### src/rtl/mem_port_arbiter.sv
// Arbitrates a single-port word memory between the instruction-fetch (I)
// and load/store (D) requesters with a round-robin, one-access-at-a-time FSM.
module mem_port_arbiter #(
    parameter int unsigned LAT = 1
) (
    input  logic        clk,
    input  logic        rst,
    input  logic        i_req,
    input  logic [31:0] i_addr,
    output logic [31:0] i_rdata,
    output logic        i_ack,
    input  logic        d_req,
    input  logic        d_we,
    input  logic [3:0]  d_be,
    input  logic [31:0] d_addr,
    input  logic [31:0] d_wdata,
    output logic [31:0] d_rdata,
    output logic        d_ack,
    output logic        m_en,
    output logic        m_we,
    output logic [3:0]  m_be,
    output logic [31:0] m_addr,
    output logic [31:0] m_wdata,
    input  logic [31:0] m_rdata,
    output logic        busy
);

    typedef enum logic [2:0] {
        IDLE    = 3'd0,
        ISSUE   = 3'd1,
        WAIT    = 3'd2,
        CAPTURE = 3'd3,
        DONE    = 3'd4
    } state_t;

    localparam logic       OWN_I    = 1'b0;
    localparam logic       OWN_D    = 1'b1;
    localparam logic [2:0] CNT_INIT = 3'(LAT - 1);

    state_t      state_q, state_d;
    logic [2:0]  cnt_q, cnt_d;
    logic        owner_q, owner_d;
    logic        last_owner_q, last_owner_d;
    logic [31:0] addr_q, addr_d;
    logic        we_q, we_d;
    logic [3:0]  be_q, be_d;
    logic [31:0] wdata_q, wdata_d;

    logic [31:0] i_rdata_q, i_rdata_d;
    logic [31:0] d_rdata_q, d_rdata_d;
    logic        i_ack_q, i_ack_d;
    logic        d_ack_q, d_ack_d;
    logic        m_en_q, m_en_d;
    logic        m_we_q, m_we_d;
    logic [3:0]  m_be_q, m_be_d;
    logic [31:0] m_wdata_q, m_wdata_d;
    logic        busy_q, busy_d;

    logic        gnt_d_s;
    logic [3:0]  unused_addr_bits_s;

    assign unused_addr_bits_s = {i_addr[1:0], d_addr[1:0]};

    // State register: every flop clears asynchronously, aborting any access.
    always_ff @(posedge clk or posedge rst) begin
        if (rst) begin
            state_q      <= IDLE;
            cnt_q        <= 3'd0;
            owner_q      <= OWN_I;
            last_owner_q <= OWN_I;
            addr_q       <= 32'd0;
            we_q         <= 1'b0;
            be_q         <= 4'd0;
            wdata_q      <= 32'd0;
            i_rdata_q    <= 32'd0;
            d_rdata_q    <= 32'd0;
            i_ack_q      <= 1'b0;
            d_ack_q      <= 1'b0;
            m_en_q       <= 1'b0;
            m_we_q       <= 1'b0;
            m_be_q       <= 4'd0;
            m_wdata_q    <= 32'd0;
            busy_q       <= 1'b0;
        end else begin
            state_q      <= state_d;
            cnt_q        <= cnt_d;
            owner_q      <= owner_d;
            last_owner_q <= last_owner_d;
            addr_q       <= addr_d;
            we_q         <= we_d;
            be_q         <= be_d;
            wdata_q      <= wdata_d;
            i_rdata_q    <= i_rdata_d;
            d_rdata_q    <= d_rdata_d;
            i_ack_q      <= i_ack_d;
            d_ack_q      <= d_ack_d;
            m_en_q       <= m_en_d;
            m_we_q       <= m_we_d;
            m_be_q       <= m_be_d;
            m_wdata_q    <= m_wdata_d;
            busy_q       <= busy_d;
        end
    end

    // Next-state logic: arbitration, request latching and latency counting.
    always_comb begin
        state_d      = state_q;
        cnt_d        = cnt_q;
        owner_d      = owner_q;
        last_owner_d = last_owner_q;
        addr_d       = addr_q;
        we_d         = we_q;
        be_d         = be_q;
        wdata_d      = wdata_q;
        // D wins when alone, or on contention when I was served last.
        gnt_d_s      = d_req & (~i_req | (last_owner_q == OWN_I));
        case (state_q)
            IDLE: begin
                if (i_req || d_req) begin
                    state_d = ISSUE;
                    if (gnt_d_s) begin
                        owner_d      = OWN_D;
                        last_owner_d = OWN_D;
                        addr_d       = {d_addr[31:2], 2'b00};
                        we_d         = d_we;
                        be_d         = d_be;
                        wdata_d      = d_wdata;
                    end else begin
                        owner_d      = OWN_I;
                        last_owner_d = OWN_I;
                        addr_d       = {i_addr[31:2], 2'b00};
                        we_d         = 1'b0;
                        be_d         = 4'b1111;
                        wdata_d      = 32'd0;
                    end
                end else begin
                    state_d = IDLE;
                end
            end
            ISSUE: begin
                cnt_d = CNT_INIT;
                if (LAT == 1) begin
                    state_d = CAPTURE;
                end else begin
                    state_d = WAIT;
                end
            end
            WAIT: begin
                cnt_d = cnt_q - 3'd1;
                if (cnt_q == 3'd1) begin
                    state_d = CAPTURE;
                end else begin
                    state_d = WAIT;
                end
            end
            CAPTURE: state_d = DONE;
            DONE:    state_d = IDLE;
            default: state_d = IDLE;
        endcase
    end

    // Output logic: outputs are registered from the upcoming state.
    always_comb begin
        m_en_d    = (state_d == ISSUE);
        m_we_d    = m_en_d & we_d;
        m_be_d    = m_en_d ? be_d : 4'd0;
        m_wdata_d = m_en_d ? wdata_d : 32'd0;
        busy_d    = (state_d != IDLE);
        i_ack_d   = (state_d == DONE) && (owner_d == OWN_I);
        d_ack_d   = (state_d == DONE) && (owner_d == OWN_D);
        i_rdata_d = i_rdata_q;
        d_rdata_d = d_rdata_q;
        if ((state_q == CAPTURE) && !we_q) begin
            if (owner_q == OWN_I) begin
                i_rdata_d = m_rdata;
            end else begin
                d_rdata_d = m_rdata;
            end
        end else begin
            i_rdata_d = i_rdata_q;
            d_rdata_d = d_rdata_q;
        end
    end

    assign i_rdata = i_rdata_q;
    assign d_rdata = d_rdata_q;
    assign i_ack   = i_ack_q;
    assign d_ack   = d_ack_q;
    assign m_en    = m_en_q;
    assign m_we    = m_we_q;
    assign m_be    = m_be_q;
    assign m_addr  = addr_q;
    assign m_wdata = m_wdata_q;
    assign busy    = busy_q;

endmodule

### config.mk
export PLATFORM = sky130hd
export DESIGN_NAME = mem_port_arbiter
export DESIGN_NICKNAME = d
export VERILOG_FILES = /design/src/rtl/mem_port_arbiter.sv
export SDC_FILE = /design/constraint.sdc
export NUM_CORES = 1
export LEC_CHECK = 0
export ABC_AREA = 0
export ABC_CLOCK_PERIOD_IN_PS = 5200
export CAP_MARGIN = 20
export CELL_PAD_IN_SITES_DETAIL_PLACEMENT = 0
export CELL_PAD_IN_SITES_GLOBAL_PLACEMENT = 1
export CORE_MARGIN = 2
export CORE_UTILIZATION = 28
export CTS_CLUSTER_SIZE = 8
export DETAILED_ROUTE_END_ITERATION = 10
export HOLD_SLACK_MARGIN = 0.03
export PLACE_DENSITY = 0.86
export SYNTH_ARGS = -nofsm -noshare
export SYNTH_HDL_FRONTEND = slang
export SYNTH_SLANG_ARGS = --single-unit
### constraint.sdc
create_clock -name clk -period 5.2 [get_ports clk]
set_clock_uncertainty 0.05 [all_clocks]
set_input_delay 1.04 -clock clk [delete_from_list [all_inputs] [get_ports clk]]
set_output_delay 1.04 -clock clk [all_outputs]
set_load 0.1 [all_outputs]
==> reports/metrics.yaml <==
clocking:
  insertion_delay_ns: 0.41
  root_buffer: "clkbuf_16"
  clk_pin_slew_worst_paths_ns: 0.06
  post_cts_resized: 0
  clock_sinks: 144
  post-cts-setup-buffer-count: 0
  cts_buffers: 17
  clockBufferDepth: 2
  htree_levels: 4
  cts_tree: "done"
  hold_buffers: 0
worst_setup_path:
  crit_type: "flop to primary output"
  cp-start-kind: "flop"
  critPathBufInv: 1
  crit_start: "d_rdata[23]$_DFFE_PP0P_"
  worstPathCellList: "clkdlybuf4s50_1"
  path_max_fanout: 2
  cp_slowest_cell: "clkdlybuf4s50_1"
  critPathTopFamily: "buffers and inverters"
  cp.arrival_ns: 1.96
  critical_path.max_stage_delay_ns: 1.20
  r2r-start: "state_q[0]$_DFF_PP0_"
  critPathRequiredTime_ns: 4.11
  regToRegSetupSlack_ns: 2.98
  crit_path_end_kind: "primary output"
synth:
  yosys.area_share.xor_xnor_pct: 0.153
  synth_commonest_cells: "144 x dfrtp_1, 61 x o21ai_0, 34 x and3_1"
  synth.most_common_cell: "dfrtp_1"
  synth_top_cells_by_area: "dfrtp_1 63%, mux2_4 7.8%, mux2_2 6.3%"
  yosysWarnings: 0
  synthSimpleGateAreaFrac_pct: 6.08
  syn_area_um2: 5740
  synth_top_family_by_area: "multiplexers"
  synth-compound-area-share_pct: 7.21
  synth_ff_type: "dfrtp_1"
  post_synth.cell_area_avg_um2: 13.8
  yosys.cell_types.count: 33
  synth_top_area_share_pct: 62.8
  synth_edf_count: 0
  yosys.area.top_type: "dfrtp_1"
  yosysSeqAreaShare_pct: 62.8
  synthAdderAreaFrac_pct: 0.436
  synth-seq-cells: 144
  syn_inst: 415
  synthArstFlopShare_pct: 100
  synthMuxAreaShare_pct: 19.7
run:
  drv_cap: 0
route:
  wl_per_cell_um: 16.1
  drc: 0
  routed_via_density: 4.40
  via_count: 4228
  wirelength_um: 15400
  first_pass_iters: 4
  drt_iter0_markers: 141
  ant_nets: 0
die:
  start_util_pct: 28.5
  floorplan.die.width_um: 147
  io_pins: 274
  num_rows: 52
  dieHeight_um: 147
  dieArea_um2: 21700
  coreArea_um2: 20200
finish:
  multi_input_area_um2: 1970
  nNetsFinal: 816
  seq_area_um2: 3600
  diodes: 0
  fill_cells: 1876
  final_cells: 960
  final_layout_size_suffix_gt1_share_pct: 15.7
  fin_util_pct: 46.2
  area_growth_pct: 62.3
sta:
  drv_slew: 0
  rsz0062_at_grt: "no"
  setup_violations: 0
  slew_headroom_pct: 29.0
  finalCritPeriodShare_pct: 58.7
  hold_viol_final: 0
  tns_ns: 0
  fmax_mhz: 328
  min_period_ns: 3.05
  worstMarginPinSlew_ns: 1.06
placement:
  dp.cells: 927
  place_hpwl_um: 11100
  portBuffers: 267
  gp_congestion: 0.767
worst_hold_path:
  hp-class: "flop to flop"
  hp-start: "i_rdata[26]$_DFFE_PP0P_"
global_route:
  overflow: 0
  antenna_found_initial: 0
  track_usage_pct: 14.7
  grt_max_degree: 90
  grt_pass1_vias: 4518
  grt_pass1_wl_um: 24800
outcome:
  outcome: "completed"
==> final cells by class <==
cell class | count | area share, %
flip-flops and latches | 144 | 38.7
repair buffers | 275 | 29.8
multi-input cells | 232 | 21.1
clock buffers | 19 | 4.75
well taps | 270 | 3.63
clock inverters | 13 | 1.72
inverters | 7 | 0.336
==> metal layers <==
layer	vias to the layer above	part of all wire [%]	GRT usage, %
met5	-	0	0
li1	1976	-	-
met4	0	1.5	4.42
met1	2039	43	18.1
met2	194	47	23.5
met3	19	9.1	6.06
==> placed cells by master, fill, tap and decap left out, types with 3 or more instances in the layout <==
cell type        count
mux2_2              32
inv_6                3
a21oi_1              6
inv_1                5
o21ai_1              3
o21ai_0             61
o21a_1               3
clkinv_2             4
dfrtp_1            144
buf_4                5
and3_1              34
mux2i_1             30
nand2_1              5
mux2_4              30
clkbuf_16           17
clkdlybuf4s50_1    267
bufinv_16            3
==> stage by stage <==
step | hold slack [ns] | setup WS [ns] | cell area, µm²
2_1_floorplan | 0.394 | 0.244 | 5740
3_3_place_gp | 0.419 | 1.91 | 8690
3_5_place_dp | 0.425 | 1.84 | 8690
4_1_cts | 0.439 | 2.12 | 9290
5_1_grt | 0.468 | 2.10 | 9320
6_report | 0.438 | 2.15 | 9320
==> state kept, by name, summed over array words and instances (netlist names) <==
signal / flops
m_addr: 30
d_rdata: 32
m_wdata: 32
last_owner_q: 1
d_ack: 1
i_ack: 1
owner_q: 1
m_we: 1
i_rdata: 32
m_en: 1
m_be: 4
we_q: 1
cnt_q: 3
state_q: 3
busy: 1
==> kinds of logic after synthesis <==
logic type,Yosys count
mux,94
buf+inv,40
xor+xnor,1
fa+ha+maj,2
compound gates,79
other cells,1
flops,144
simple gates,54
==> final timing paths <==
check | endpoint | cells past startpoint
min reg2reg | i_rdata[26]$_DFFE_PP0P_ | 1
min | i_rdata[26]$_DFFE_PP0P_ | 1
min in group asynchronous | m_wdata[21]$_DFF_PP0_ | 2
max | d_rdata[23] | 1
max in group asynchronous | m_wdata[3]$_DFF_PP0_ | 3
max reg2reg | d_rdata[4]$_DFFE_PP0P_ | 4
Power is not shown: default switching activity piles up to over one toggle a cycle in this logic, so the estimate is an artifact.
